File: config.mk
export PLATFORM = sky130hd
export DESIGN_NAME = coeff_loader
export DESIGN_NICKNAME = d
export VERILOG_FILES = /design/src/rtl/channel_strip_pkg.sv /design/src/rtl/coeff_bank.sv /design/src/rtl/coeff_loader.sv
export SDC_FILE = /design/constraint.sdc
export NUM_CORES = 1
export LEC_CHECK = 0
export CAP_MARGIN = 20
export CORE_MARGIN = 5
export CORE_UTILIZATION = 48
export DETAILED_ROUTE_END_ITERATION = 7
export HOLD_SLACK_MARGIN = 0.06
export PLACE_DENSITY_LB_ADDON = 0.1
export SYNTH_ARGS = -nofsm -noshare
export SYNTH_HDL_FRONTEND = slang
export SYNTH_HIERARCHICAL = 1
export SYNTH_SLANG_ARGS = --single-unit
File: constraint.sdc
create_clock -name i_clk -period 30.6 [get_ports i_clk]
set_input_delay 9.18 -clock i_clk [delete_from_list [all_inputs] [get_ports i_clk]]
set_output_delay 9.18 -clock i_clk [all_outputs]
set_load 0.02 [all_outputs]
File: src/rtl/channel_strip_pkg.sv
// Shared types and constants for the channel-strip coefficient loader:
// SPI opcodes, loader FSM states, coefficient type/indices and reset values.
package channel_strip_pkg;

   localparam int NUM_COEFF  = 10;
   localparam int COEFF_W    = 64;
   localparam int COEFF_FRAC = 60;

   // First index that is out of range, as a command-sized value.
   localparam logic [3:0] IDX_LIMIT = 4'd10;

   localparam int HP_Y1 = 0;
   localparam int HP_Y2 = 1;
   localparam int HP_X0 = 2;
   localparam int HP_X1 = 3;
   localparam int HP_X2 = 4;
   localparam int LP_Y1 = 5;
   localparam int LP_Y2 = 6;
   localparam int LP_X0 = 7;
   localparam int LP_X1 = 8;
   localparam int LP_X2 = 9;

   typedef logic signed [COEFF_W-1:0] coeff_t;

   // Unity gain in Q3.60.
   localparam coeff_t PASSTHRU_X0 = coeff_t'(64'h1000_0000_0000_0000);

   typedef enum logic [3:0] {
      OP_AUDIO   = 4'h0,
      OP_WRITE   = 4'h2,
      OP_COMMIT  = 4'h3,
      OP_CLR_ERR = 4'h4,
      OP_READ    = 4'h5
   } op_e;

   typedef enum logic [2:0] {
      ST_IDLE,
      ST_WRITE,
      ST_READ,
      ST_SKIP,
      ST_COMMIT,
      ST_CLR_ERR
   } state_e;

   // Passthrough biquad: only the x0 taps are non-zero.
   function automatic coeff_t reset_coeff(input int idx);
      if (idx == HP_X0 || idx == LP_X0) begin
         return PASSTHRU_X0;
      end
      return '0;
   endfunction

endpackage

File: src/rtl/coeff_bank.sv
// Shadow and active coefficient arrays. Purpose: hold the bank being
// edited (shadow) and the bank the filters use (active), copied atomically.
// Ports: i_clk, i_reset (sync, high); i_wr_en/i_wr_idx/i_wr_data write
// one shadow entry; i_commit copies all of shadow to active in one cycle;
// o_coeff is the packed active bank, entry i at [i*COEFF_W +: COEFF_W].
module coeff_bank
   import channel_strip_pkg::*;
(
   input  logic                         i_clk,
   input  logic                         i_reset,
   input  logic                         i_wr_en,
   input  logic [3:0]                   i_wr_idx,
   input  logic [COEFF_W-1:0]           i_wr_data,
   input  logic                         i_commit,
   output logic [NUM_COEFF*COEFF_W-1:0] o_coeff
);

   coeff_t r_shadow [NUM_COEFF];
   coeff_t r_active [NUM_COEFF];

   // The copy reads shadow before this cycle's write lands, so a write
   // racing a commit stays pending for the next one.
   always_ff @(posedge i_clk) begin
      if (i_reset) begin
         for (int i = 0; i < NUM_COEFF; i++) begin
            r_shadow[i] <= reset_coeff(i);
            r_active[i] <= reset_coeff(i);
         end
      end else begin
         for (int i = 0; i < NUM_COEFF; i++) begin
            if (i_commit) begin
               r_active[i] <= r_shadow[i];
            end
            if (i_wr_en && i_wr_idx == 4'(i)) begin
               r_shadow[i] <= i_wr_data;
            end
         end
      end
   end

   for (genvar g = 0; g < NUM_COEFF; g++) begin : g_pack
      assign o_coeff[g*COEFF_W +: COEFF_W] = r_active[g];
   end

endmodule

File: src/rtl/coeff_loader.sv
// SPI command decoder feeding the biquad coefficient bank. Purpose: parse
// {op,idx} command bytes, assemble 64-bit words MSB first into the shadow
// bank, and commit the bank to the filters on a sample_tick boundary.
// Ports: i_clk, i_reset (sync, high), i_sample_tick, i_rx_valid/i_rx_data,
// i_frame_end, i_tx_ready in; o_tx_valid/o_tx_data readback,
// o_coeff packed active bank, o_commit_pend, o_err (sticky) out.
// Build option: COEFF_LOADER_READBACK_EN enables OP_READ byte streaming;
// without it OP_READ is an invalid opcode and the tx outputs read 0.
module coeff_loader
   import channel_strip_pkg::*;
(
   input  logic                         i_clk,
   input  logic                         i_reset,
   input  logic                         i_sample_tick,
   input  logic                         i_rx_valid,
   input  logic [7:0]                   i_rx_data,
   input  logic                         i_frame_end,
   input  logic                         i_tx_ready,
   output logic                         o_tx_valid,
   output logic [7:0]                   o_tx_data,
   output logic [NUM_COEFF*COEFF_W-1:0] o_coeff,
   output logic                         o_commit_pend,
   output logic                         o_err
);

   state_e              r_state;
   state_e              w_state_nxt;
   logic [3:0]          r_idx;
   logic [2:0]          r_cnt;
   logic [COEFF_W-1:0]  r_shift;
   logic                r_commit_pend;
   logic                r_err;

   logic [3:0]          w_op;
   logic [3:0]          w_cmd_idx;
   logic                w_idx_ok;
   logic [COEFF_W-1:0]  w_wr_data;
   logic                w_cmd_cap;
   logic                w_shift_en;
   logic                w_wr_en;
   logic                w_set_pend;
   logic                w_set_err;
   logic                w_clr_err;
   logic                w_commit;

`ifdef COEFF_LOADER_READBACK_EN
   logic [COEFF_W-1:0]  r_rd_word;
   logic [2:0]          r_rd_cnt;
   logic [COEFF_W-1:0]  w_rd_sel;
   logic                w_rd_load;
   logic                w_rd_adv;
`else
   logic                w_unused_tx_ready;
   assign w_unused_tx_ready = i_tx_ready;
`endif

   assign w_op      = i_rx_data[7:4];
   assign w_cmd_idx = i_rx_data[3:0];
   assign w_idx_ok  = (w_cmd_idx < IDX_LIMIT);
   assign w_wr_data = {r_shift[COEFF_W-9:0], i_rx_data};
   assign w_commit  = i_sample_tick & r_commit_pend;

   always_ff @(posedge i_clk) begin
      if (i_reset) begin
         r_state <= ST_IDLE;
      end else begin
         r_state <= w_state_nxt;
      end
   end

   always_comb begin
      w_state_nxt = r_state;
      w_cmd_cap   = 1'b0;
      w_shift_en  = 1'b0;
      w_wr_en     = 1'b0;
      w_set_pend  = 1'b0;
      w_set_err   = 1'b0;
      w_clr_err   = 1'b0;
      o_tx_valid  = 1'b0;
      o_tx_data   = 8'h00;
`ifdef COEFF_LOADER_READBACK_EN
      w_rd_load   = 1'b0;
      w_rd_adv    = 1'b0;
`endif
      unique case (r_state)
         ST_IDLE: begin
            if (i_rx_valid) begin
               w_cmd_cap = 1'b1;
               unique case (w_op)
                  OP_AUDIO: begin
                     w_state_nxt = ST_SKIP;
                  end
                  OP_WRITE: begin
                     if (w_idx_ok) begin
                        w_state_nxt = ST_WRITE;
                     end else begin
                        w_set_err   = 1'b1;
                        w_state_nxt = ST_SKIP;
                     end
                  end
                  OP_COMMIT: begin
                     w_state_nxt = ST_COMMIT;
                  end
                  OP_CLR_ERR: begin
                     w_state_nxt = ST_CLR_ERR;
                  end
`ifdef COEFF_LOADER_READBACK_EN
                  OP_READ: begin
                     if (w_idx_ok) begin
                        w_rd_load   = 1'b1;
                        w_state_nxt = ST_READ;
                     end else begin
                        w_set_err   = 1'b1;
                        w_state_nxt = ST_SKIP;
                     end
                  end
`endif
                  default: begin
                     w_set_err   = 1'b1;
                     w_state_nxt = ST_SKIP;
                  end
               endcase
            end
         end
         ST_WRITE: begin
            if (i_rx_valid) begin
               w_shift_en = 1'b1;
               if (r_cnt == 3'd7) begin
                  w_wr_en     = 1'b1;
                  w_state_nxt = ST_SKIP;
               end
            end
         end
         ST_READ: begin
`ifdef COEFF_LOADER_READBACK_EN
            o_tx_valid = 1'b1;
            o_tx_data  = r_rd_word[COEFF_W-1 -: 8];
            if (i_tx_ready) begin
               w_rd_adv = 1'b1;
               if (r_rd_cnt == 3'd7) begin
                  w_state_nxt = ST_SKIP;
               end
            end
`else
            w_state_nxt = ST_SKIP;
`endif
         end
         ST_COMMIT: begin
            w_set_pend  = 1'b1;
            w_state_nxt = ST_SKIP;
         end
         ST_CLR_ERR: begin
            w_clr_err   = 1'b1;
            w_state_nxt = ST_SKIP;
         end
         ST_SKIP: begin
            w_state_nxt = ST_SKIP;
         end
         default: begin
            w_state_nxt = ST_IDLE;
         end
      endcase
      // CS release ends the frame whatever was in flight.
      if (i_frame_end) begin
         w_state_nxt = ST_IDLE;
      end
   end

   always_ff @(posedge i_clk) begin
      if (i_reset) begin
         r_idx         <= '0;
         r_cnt         <= '0;
         r_shift       <= '0;
         r_commit_pend <= 1'b0;
         r_err         <= 1'b0;
      end else begin
         if (w_cmd_cap) begin
            r_idx <= w_cmd_idx;
            r_cnt <= '0;
         end else if (w_shift_en) begin
            r_cnt   <= r_cnt + 3'd1;
            r_shift <= w_wr_data;
         end
         // A commit arriving with the tick is honoured on the next tick.
         r_commit_pend <= (r_commit_pend & ~i_sample_tick) | w_set_pend;
         if (w_set_err) begin
            r_err <= 1'b1;
         end else if (w_clr_err) begin
            r_err <= 1'b0;
         end
      end
   end

`ifdef COEFF_LOADER_READBACK_EN
   always_comb begin
      w_rd_sel = '0;
      for (int i = 0; i < NUM_COEFF; i++) begin
         if (w_cmd_idx == 4'(i)) begin
            w_rd_sel = o_coeff[i*COEFF_W +: COEFF_W];
         end
      end
   end

   always_ff @(posedge i_clk) begin
      if (i_reset) begin
         r_rd_word <= '0;
         r_rd_cnt  <= '0;
      end else if (w_rd_load) begin
         r_rd_word <= w_rd_sel;
         r_rd_cnt  <= '0;
      end else if (w_rd_adv) begin
         r_rd_word <= {r_rd_word[COEFF_W-9:0], 8'h00};
         r_rd_cnt  <= r_rd_cnt + 3'd1;
      end
   end
`endif

   coeff_bank u_bank (
      .i_clk     (i_clk),
      .i_reset   (i_reset),
      .i_wr_en   (w_wr_en),
      .i_wr_idx  (r_idx),
      .i_wr_data (w_wr_data),
      .i_commit  (w_commit),
      .o_coeff   (o_coeff)
   );

   assign o_commit_pend = r_commit_pend;
   assign o_err         = r_err;

endmodule

== Yosys cells after proc, flatten, opt, wreduce, memory -nomap -nowiden ==
Memories as Yosys holds them, arrays and structs flattened.
Index checks and enable logic that the tools add are counted.
W data, S select, Z words.

* Flip-flop bits (word level): 68
* Bits in latches: 0
* Memory bits (writable): 1280
* Memory bits (read-only): 0
* Input port bits: 14
* Output and inout bits: 651
* Logic and storage cells: 154
* Memories kept: 2

* Add/sub/neg operators: 1
* Multipliers: 0
* Div/mod/pow operators: 0
* Magnitude comparators: 1
* Eq/ne operators: 21
* Shift operators: 0
* Muxes and demuxes: 78
* Bitwise logic cells: 25
* Reduce and logical (&&, ||, !) cells: 20

{| class="wikitable"
|+ Memories
! name !! words !! width !! read ports !! clocked after memory_dff !! wr ports !! RTL line !! text
|-
| u_bank.r_active || 10 || 64 || 10 || 0 || 10 || coeff_bank.sv:19 || <nowiki>coeff_t r_active [NUM_COEFF];</nowiki>
|-
| u_bank.r_shadow || 10 || 64 || 10 || 0 || 10 || coeff_bank.sv:18 || <nowiki>coeff_t r_shadow [NUM_COEFF];</nowiki>
|}

{| class="wikitable"
|+ Operators with widths
! kind !! count
|-
| $mux W64 || 21
|-
| $mux W61 || 1
|-
| $mux W1 || 49
|-
| $or A1 B1 Y1 || 21
|-
| $eq A4 B3 Y1 const B || 5
|-
| $pmux W3 S3 || 2
|-
| $eq A4 B2 Y1 const B || 4
|-
| $logic_and A1 B1 Y1 || 10
|-
| $eq A3 B3 Y1 const B || 3
|-
| $mux W3 || 3
|-
| $eq A4 B4 Y1 const B || 2
|-
| $logic_not A4 Y1 || 2
|-
| $eq A3 B2 Y1 const B || 2
|-
| $ne A2 B2 Y1 const B || 3
|-
| $eq A4 B1 Y1 const B || 1
|-
| $lt A4 B4 Y1 const B || 1
|-
| $reduce_or A2 Y1 || 2
|-
| $reduce_or A4 Y1 || 1
|-
| $add A3 B1 Y3 const B || 1
|-
| $eq A3 B1 Y1 const B || 1
|-
| $logic_not A3 Y1 || 1
|-
| $reduce_and A3 Y1 || 1
|-
| $reduce_or A3 Y1 || 1
|-
| $and A1 B1 Y1 || 2
|-
| other kinds (5) || 6
|}

== Depth between registers and ports, before layout ==
Gate-level depths: netlist of the first run.

* Word-level depth: 9
* Gate-level depth with buffers: 10

== Cells and area by module ==
The synthesis of the first run kept the hierarchy.

{| class="wikitable"
|+ Modules (own cells, without submodules)
! module !! instances !! cells each !! area an instance (um^2) !! sequential area each (um^2)
|-
| coeff_bank || 1 || 2890 || 47853.4 || 38436.9
|-
| coeff_loader || 1 || 320 || 2566.2 || 1361.3
|}

== Worst setup path after synthesis of the first run ==
No wires, ideal clock.

* Kind: input -> register
* From: input i_sample_tick
* To: memory u_bank/r_active[0][0] (netlist name) (enable)
* Library setup time: 0.744 ns
* Arrival time: 16.871 ns
* Setup slack: 12.985 ns
* Cell stages on the path: 2
* Path buffers: 0
* Cell sequence: and2_1 or2_2

{| class="wikitable"
|+ RTL lines
! item !! RTL line !! text
|-
| start: declaration || coeff_loader.sv:14 || <nowiki>input logic i_sample_tick,</nowiki>
|-
| end: declaration || coeff_bank.sv:19 ||
|}

==> impl_metrics.py, run 1 <==
metrics = {
    "critical_path": {
        "path_depth": 5,
        "cp_num_buf_inv": 4,
        "setup.worst_path.start": "i_reset",
        "rrSetupSlack_ns": 26.12,
        "ff2ff_path_depth": 5,
        "critPathKind": "input port to register",
        "crit_family": "buffers and inverters",
        "r2r_start": "o_commit_pend",
        "cpMaxStageDelayCell": "buf_4",
        "critPathArrivalTime_ns": 13.61,
        "path_max_fanout": 165,
        "rr_endpoint": "u_bank/r_active[0][42]",
        "worstSetupEndpoint": "u_bank/r_active[0][42]",
        "cpPeakStageDelay_ns": 0.92,
        "critPathCaptureType": "register",
        "cp_cell_sequence": "buf_4 > or2_4 > buf_12 > buf_4 > buf_4",
        "crit_required_ns": 30.95,
        "cp-start-kind": "input port",
        "cpMostUsedCell": "buf_4",
    },
    "drt": {
        "drc": 0,
        "via_count": 28000,
        "via_per_inst": 5.29,
        "drt_iter0_markers": 2333,
        "dr.pass1.iters": 5,
        "wl_per_cell_um": 25.9,
        "drtAntennaViolNets": 0,
        "wl_um": 137000,
    },
    "synth": {
        "ys.flop_type": "edfxtp_1",
        "synth_compound_area_share_pct": 0.906,
        "synth_fa_ha_area_share_pct": 0.0496,
        "synth_seq_area_share_pct": 78.9,
        "synth-edff-count": 1280,
        "synth_mux_area_share_pct": 0,
        "syn_area_per_cell_um2": 15.7,
        "synthSimpleGateAreaFrac_pct": 18.0,
        "yosys_warnings": 6,
        "ys_ff_latch": 1348,
        "syn_area_mm2": 0.0504,
        "synth_xor_xnor_area_share_pct": 0.0174,
        "syn_inst": 3210,
        "synth_top_family_by_area": "simple AND/OR/NAND/NOR gates",
        "ys_types": 41,
        "ys_async_sr_fraction_pct": 0,
    },
    "global_routing": {
        "grt_max_degree": 317,
        "first_global_vias": 27900,
        "grt_antenna_before_repair": 6,
        "grt_pass1_wl_um": 195000,
        "gr-total-overflow": 0,
        "grt.total_usage_pct": 24.0,
    },
    "clock_tree": {
        "numCtsBuffers": 138,
        "clk_latency_ns": 0.74,
        "cts-root-buf": "clkbuf_16",
        "cts.sinks": 1348,
        "cts_tree": "built",
        "post_cts_buffers": 0,
        "holdBufCountCts": 0,
        "htreeDepth": 4,
        "path_clk_slew_ns": 0.06,
        "cts_resized": 0,
        "clockBufferDepth": 3,
    },
    "flow_run": {
        "drv_cap": 0,
    },
    "sta": {
        "fin_ws_ns": 17.34,
        "timing.final.hold_violations": 0,
        "skew_ns": 0.0248,
        "min_period_ns": 13.26,
        "tns_ns": 0,
        "setup_viol": 0,
        "max_slew.worst_pin.slew_ns": 1.37,
        "clock.fmax_mhz": 75.4,
        "holdWs_ns": 0.465,
        "fin_crit_sh_pct": 43.3,
        "report.final.slew_viol_count": 0,
        "max-slew-margin-rel_pct": 8.50,
        "rsz0062_at_grt": "no",
    },
    "placement": {
        "preCtsSetupSlack_ns": 16.48,
        "port_buffers": 654,
        "gp_congestion": 0.811,
        "dp_hpwl_um": 83600,
    },
    "layout": {
        "drive_gt1_share_pct": 7.73,
        "areaGrowthSynthToFinish_pct": 24.7,
        "finalCoreUtilization_pct": 60.5,
        "fin_nets": 3827,
        "nFillCells": 7804,
        "final_common_cell": "edfxtp_1",
        "layout_common_cells": "edfxtp_1, clkdlybuf4s50_1, and2_1",
    },
    "floorplanning": {
        "die_y_um": 334,
        "dieWidth_um": 334,
        "start_util_pct": 48.5,
        "ios": 665,
        "rows": 118,
        "core_area_mm2": 0.104,
        "die_area_mm2": 0.112,
    },
    "power": {
        "power.total_mw": 4.00,
        "vdd_ir_drop_max_mv": 0.0511,
        "leakage_nw": 23.1,
        "powerDensity_mw_per_mm2": 63.5,
    },
    "hold_path": {
        "hp-class": "register to register",
    },
    "status": {
        "status": "finished, final reports clean",
    },
}
==> worst register-to-register path: cells and delay by family, from the launching register on <==
kind / cells / cell delay [ns]
buf+inv: 3 / 2.73
flops: 1 / 0.35
simple gates: 2 / 0.94
==> power breakdown <==
| group | internal [mW] | switching [mW] |
|---|---|---|
| Combinational | 0.0595 | 0.123 |
| Sequential | 2.08 | 0.0284 |
| Clock | 1.02 | 0.685 |
==> flip-flops by register name, summed over array words and instances (netlist names) <==
register         count
o_commit_pend        1
r_idx                4
u_bank/r_active    640
r_state              3
r_shift             56
o_err                1
r_cnt                3
u_bank/r_shadow    640
==> per-layer routing <==
layer,GRT usage [%],vias to the layer above,wire length (um)
li1,-,12700,-
met2,40.7,1083,69300
met5,0,-,0
met4,8.66,0,4830
met3,7.11,207,11400
met1,29.3,14100,51600
==> synth_stat cells (all sizes together) (2+ instances only) <==
library cell / number / area share [%]
dfxtp: 68 / 2.7
buf: 53 / 0.75
ha: 2 / 0.050
and2: 641 / 8.0
o21ai: 3 / 0.030
clkbuf: 182 / 1.4
or2: 2 / 0.025
inv: 2 / 0.015
nor3b: 3 / 0.045
nand2b: 5 / 0.062
nor2: 258 / 2.5
nand3: 40 / 0.40
o21bai: 6 / 0.089
nand4bb: 2 / 0.045
and4bb: 2 / 0.050
a21o: 4 / 0.060
nand3b: 65 / 0.97
and3: 386 / 4.8
nor2b: 3 / 0.037
edfxtp: 1280 / 76
or3: 2 / 0.025
nand2: 125 / 0.94
nor4b: 2 / 0.065
a21oi: 65 / 0.65
==> final cells by class <==
class / instances / area (um^2) / share of cell area [%]
multi-input cells: 1633 / 9760 / 15.5
repair buffers: 688 / 6950 / 11.1
clock inverters: 75 / 847 / 1.35
flip-flops and latches: 1348 / 39800 / 63.3
diodes: 5 / 12.5 / 0.0199
clock buffers: 174 / 3780 / 6.01
well taps: 1380 / 1730 / 2.75
inverters: 2 / 7.51 / 0.0119
==> metrics by stage <==
stage,instance area [um^2],std cells
2_1_floorplan,50400,3218
3_3_place_gp,58100,5045
3_5_place_dp,58200,5048
4_1_cts,62800,5297
5_1_grt,62900,5302
6_report,62900,5305
==> worst min path at each step <==
stage / start / to / slack (ns) / cells after the start
finish: r_cnt[1] / r_cnt[1] / 0.47 / 2
global route: r_cnt[1] / r_cnt[1] / 0.50 / 2
CTS: r_cnt[1] / r_cnt[1] / 0.47 / 2
detailed placement: r_cnt[1] / r_cnt[1] / 0.46 / 2
global placement: r_cnt[1] / r_cnt[1] / 0.48 / 2
floorplan: r_cnt[1] / r_cnt[1] / 0.44 / 2
==> cell families (layout without fill, tap and decap cells) <==
logic type,after synthesis,in the layout
xor+xnor,1,1
fa+ha+maj,2,2
simple gates,1539,1539
other cells,1,14
compound gates,82,82
buf+inv,237,939
flops,1348,1348
Note: power is estimated with default switching activity, not from simulation.
==> inputs of run 2 (changes only) <==
==> constraint.sdc (replaced) <==
create_clock -name i_clk -period 13.7 [get_ports i_clk]
set_input_delay 4.11 -clock i_clk [delete_from_list [all_inputs] [get_ports i_clk]]
set_output_delay 4.11 -clock i_clk [all_outputs]
set_load 0.02 [all_outputs]
==> run 2 against run 1 <==
The flow now finishes with violations (max-slew violations); worst hold slack worse by 0.0028 ns; first-iteration DRC count is 2.9% higher; global-route usage increased by 0.086 points; sequential share of layout area increased by 0.22 points; clock skew is 0.0058 ns higher; via count decreased by 0.14%; wire length barely moved; register-to-register slack worse by 17 ns; worst setup slack got worse by 12 ns; non-clock buffer count decreased by 2; final cell count down 0.15%; largest power group unchanged; highest routed layer unchanged.
==> impl_metrics.py, run 2 (synthesis gave the netlist of run 1 again) <==
metrics = {
    "drt": {
        "via_count": 28000,
        "dr.pass1.iters": 5,
        "drt_iter0_markers": 2401,
        "wl_um": 137000,
        "wl_per_cell_um": 25.9,
        "drtAntennaViolNets": 0,
        "via_per_inst": 5.29,
        "drc": 0,
    },
    "sta": {
        "min_period_ns": 7.94,
        "tns_ns": 0,
        "max_slew.worst_pin.slew_ns": 1.74,
        "fin_crit_sh_pct": 58.0,
        "rsz0062_at_grt": "no",
        "report.final.slew_viol_count": 199,
        "max-slew-margin-rel_pct": -15.7,
        "holdWs_ns": 0.462,
        "timing.final.hold_violations": 0,
        "setup_viol": 0,
        "clock.fmax_mhz": 126,
        "skew_ns": 0.0307,
        "fin_ws_ns": 5.76,
    },
    "power": {
        "powerDensity_mw_per_mm2": 141,
        "power.total_mw": 8.81,
        "intPower_mw": 6.95,
        "vdd_ir_drop_max_mv": 0.102,
        "leakage_nw": 23.0,
        "swShare_pct": 21.1,
        "combPwrFrac_pct": 4.7,
        "seq_power_share_pct": 53.5,
        "power.net_switching_mw": 1.86,
        "p_clk_share_pct": 41.9,
    },
    "layout": {
        "nFillCells": 7870,
        "fin_nets": 3823,
        "reg_top3": "u_bank/r_active: 640 flops, u_bank/r_shadow: 640 flops, r_shift: 56 flops",
        "layoutNonFillerInstCount": 5297,
        "layout_common_cells": "edfxtp_1, clkdlybuf4s50_1, and2_1",
        "final_area_mm2": 0.0627,
        "final_common_cell": "edfxtp_1",
        "drive_gt1_share_pct": 7.44,
        "areaGrowthSynthToFinish_pct": 24.3,
        "finalCoreUtilization_pct": 60.3,
    },
    "clock_tree": {
        "numCtsBuffers": 136,
        "cts_resized": 0,
        "htreeDepth": 4,
        "cts_tree": "built",
        "cts-root-buf": "clkbuf_16",
        "path_clk_slew_ns": 0.06,
        "clk_latency_ns": 0.75,
        "cts.sinks": 1348,
        "clockBufferDepth": 3,
        "holdBufCountCts": 0,
        "post_cts_buffers": 0,
    },
    "critical_path": {
        "cpPeakStageDelay_ns": 0.98,
        "critPathArrivalTime_ns": 8.30,
        "critPathCaptureType": "register",
        "cp-start-kind": "input port",
        "path_max_fanout": 60,
        "rrSetupSlack_ns": 9.30,
        "cpMaxStageDelayCell": "and3_2",
        "cp_cell_sequence": "clkdlybuf4s50_1 > and3_2 > and2_1 > nand3b_1 > o21bai_4 > buf_4",
        "crit_family": "simple AND/OR/NAND/NOR gates",
        "crit_required_ns": 14.06,
        "cp_num_buf_inv": 2,
        "critPathKind": "input port to register",
    },
    "floorplanning": {
        "core_area_mm2": 0.104,
        "start_util_pct": 48.5,
        "ios": 665,
        "die_area_mm2": 0.112,
        "dieWidth_um": 334,
        "die_y_um": 334,
        "rows": 118,
    },
    "hold_path": {
        "hp-class": "register to register",
    },
    "placement": {
        "preCtsSetupSlack_ns": 4.98,
        "placed_area_mm2": 0.0582,
        "dp.cells": 5047,
        "dp_hpwl_um": 83600,
        "port_buffers": 654,
        "gp_congestion": 0.813,
    },
    "global_routing": {
        "gr-total-overflow": 0,
        "grt_antenna_before_repair": 4,
        "grt_max_degree": 359,
        "grt_pass1_wl_um": 196000,
        "first_global_vias": 28100,
        "grt.total_usage_pct": 24.1,
    },
    "status": {
        "status": "finished, violations left",
        "violations": "max-slew violations",
    },
    "flow_run": {
        "drv_cap": 0,
    },
}
-- run 2: power groups by stage --
stage	combinational (mW)	sequential, mW	clock, mW
3_3_place_gp	0.408	4.79	0
2_1_floorplan	0.103	4.89	0
5_1_grt	0.428	4.72	3.93
3_5_place_dp	0.414	4.80	0
4_1_cts	0.414	4.71	3.75
6_report	0.410	4.71	3.69
-- run 2: cell type report --
cell class | count | area, um^2 | area share (%)
Antenna cell | 5 | 12.5 | 0.0200
Tap cell | 1380 | 1730 | 2.76
Multi-Input combinational cell | 1633 | 9760 | 15.6
Inverter | 2 | 7.51 | 0.0120
Timing Repair Buffer | 686 | 6930 | 11.1
Sequential cell | 1348 | 39800 | 63.5
Clock inverter | 68 | 669 | 1.07
Clock buffer | 175 | 3760 | 6.00
-- run 2: worst reg2reg max path, delay by kind of cell, from the launching register on --
family	cells	cell delay (ns)
compound gates	1	0.78
flops	1	0.35
simple gates	4	2.07
buf+inv	1	0.81
-- run 2: final timing paths --
| path | cells after the start | start | to |
|---|---|---|---|
| setup / recovery | 6 | i_rx_valid | u_bank/r_shadow[7][16] |
| hold / removal | 2 | r_cnt[1] | r_cnt[1] |
| setup reg to reg | 6 | r_state[2] | u_bank/r_shadow[7][16] |
| hold reg to reg | 2 | r_cnt[1] | r_cnt[1] |
-- run 2: routing by layer --
metal | part of all wire (%) | vias up | track usage [%]
met2 | 50 | 1066 | 40.8
li1 | - | 12700 | -
met5 | 0 | - | 0
met1 | 38 | 14000 | 29.5
met3 | 8.3 | 231 | 6.87
met4 | 3.8 | 0 | 9.22
==> inputs of run 3 (changes only) <==
==> constraint.sdc (replaced) <==
create_clock -name i_clk -period 7.1 [get_ports i_clk]
set_input_delay 2.13 -clock i_clk [delete_from_list [all_inputs] [get_ports i_clk]]
set_output_delay 2.13 -clock i_clk [all_outputs]
set_load 0.02 [all_outputs]
==> run 3 against run 2 <==
The flow now finishes without violations; final area increased by 0.25%; highest routed layer unchanged; global-route usage hardly changed; clock power up 90%; count of clock-buffer cells in the layout rose by 2; non-clock buffer count is 14 higher; final cell count is 0.34% higher; largest power group unchanged; clock skew decreased by 0.012 ns; critical path depth is 1 lower; largest cell class unchanged.
==> impl_metrics.py, run 3 (synthesis gave the netlist of run 1 again) <==
metrics = {
    "drt": {
        "via_count": 28300,
        "wl_per_cell_um": 25.9,
        "via_per_inst": 5.32,
        "drt_iter0_markers": 2235,
        "drtAntennaViolNets": 0,
        "drc": 0,
        "dr.pass1.iters": 5,
        "wl_um": 138000,
    },
    "global_routing": {
        "first_global_vias": 28400,
        "grt_max_degree": 330,
        "gr-total-overflow": 0,
        "grt.total_usage_pct": 24.1,
        "grt_antenna_before_repair": 3,
        "grt_pass1_wl_um": 196000,
    },
    "flow_run": {
        "drv_cap": 0,
    },
    "clock_tree": {
        "holdBufCountCts": 0,
        "htreeDepth": 4,
        "path_clk_slew_ns": 0.06,
        "post_cts_buffers": 0,
        "clockBufferDepth": 3,
        "cts_tree": "built",
        "numCtsBuffers": 140,
        "cts-root-buf": "clkbuf_16",
        "cts.sinks": 1348,
        "clk_latency_ns": 0.75,
        "cts_resized": 0,
    },
    "sta": {
        "max-slew-margin-rel_pct": 7.59,
        "tns_ns": 0,
        "setup_viol": 0,
        "holdWs_ns": 0.473,
        "max_slew.worst_pin.slew_ns": 1.39,
        "report.final.slew_viol_count": 0,
        "timing.final.hold_violations": 0,
        "skew_ns": 0.0185,
        "fin_crit_sh_pct": 66.2,
        "clock.fmax_mhz": 213,
        "fin_ws_ns": 2.40,
        "min_period_ns": 4.70,
        "rsz0062_at_grt": "no",
    },
    "floorplanning": {
        "ios": 665,
        "rows": 118,
        "die_y_um": 334,
        "die_area_mm2": 0.112,
        "start_util_pct": 48.5,
        "core_area_mm2": 0.104,
        "dieWidth_um": 334,
    },
    "layout": {
        "fin_nets": 3841,
        "drive_gt1_share_pct": 7.84,
        "multi_input_area_mm2": 0.00976,
        "final_area_mm2": 0.0628,
        "areaGrowthSynthToFinish_pct": 24.6,
        "finalCoreUtilization_pct": 60.4,
        "final-seq-area_mm2": 0.0398,
        "layout_common_cells": "edfxtp_1, clkdlybuf4s50_1, and2_1",
        "final_common_cell": "edfxtp_1",
        "reg_top3": "u_bank/r_active: 640 flops, u_bank/r_shadow: 640 flops, r_shift: 56 flops",
        "nFillCells": 7795,
    },
    "critical_path": {
        "cp_cell_sequence": "clkdlybuf4s50_1 > and3_2 > and2_1 > nor3b_1 > a21o_4",
        "cpMaxStageDelayCell": "a21o_4",
        "cpPeakStageDelay_ns": 0.92,
        "critPathCaptureType": "register",
        "crit_required_ns": 7.45,
        "path_max_fanout": 64,
        "rrSetupSlack_ns": 3.55,
        "cp-start-kind": "input port",
        "critPathKind": "input port to register",
        "critPathArrivalTime_ns": 5.05,
    },
    "placement": {
        "gp_congestion": 0.813,
        "dp_hpwl_um": 85300,
        "port_buffers": 654,
        "preCtsSetupSlack_ns": 1.62,
        "placed_area_mm2": 0.0584,
    },
    "hold_path": {
        "hp-class": "register to register",
    },
    "power": {
        "powerDensity_mw_per_mm2": 269,
        "leakage_nw": 23.1,
        "vdd_ir_drop_max_mv": 0.163,
    },
    "status": {
        "status": "finished, final reports clean",
    },
}
run 3: changes by cell type in the layout (fill, tap and decap cells not counted), sizes merged, moves of 2 or more:
cell / change
bufinv: -4
inv: +2
buf: +14
clkbuf: +2
clkinvlp: +4
run 3: per-layer routing:
layer  vias up  GRT usage (%)  wire [um]
met5         -              0          0
met4         0           9.40       5190
met3       233           6.86      11700
met2      1146           41.0      69100
met1     14200           29.3      51700
li1      12700              -          -
run 3: worst paths after layout:
check / depth (start not counted) / from / end
max: 5 / i_rx_valid / u_bank/r_shadow[0][33]
min: 2 / r_cnt[2] / r_cnt[2]
max reg2reg: 4 / r_idx[1] / u_bank/r_shadow[2][32]
min reg2reg: 2 / r_cnt[2] / r_cnt[2]
run 3: area by class of cell:
class                           count  area share [%]
Sequential cell                  1348            63.4
Clock buffer                      177            5.93
Inverter                            2          0.0120
Antenna cell                        4          0.0159
Clock inverter                     71            1.05
Tap cell                         1380            2.75
Timing Repair Buffer              700            11.3
Multi-Input combinational cell   1633            15.5
run 3: metrics by stage:
stage | std cells | power (mW)
floorplan | 3218 | 9.60
global placement | 5060 | 10.0
detailed placement | 5062 | 10.1
CTS | 5310 | 17.0
global route | 5313 | 17.4
finish | 5315 | 16.9
run 3: critical path: cells and delay by family:
kind                   cells  cell delay (ns)
AO/OA/AOI/OAI              1             0.92
buffers and inverters      1             0.66
AND/OR/NAND/NOR            3             1.27
run 3: power by group:
part	total (mW)	internal (mW)	switching (mW)	leakage [nW]
registers	9.08	8.96	0.123	13.5
clock network	7.00	4.02	2.98	2.13
logic	0.799	0.270	0.529	7.45
total	16.9	13.3	3.63	23.1
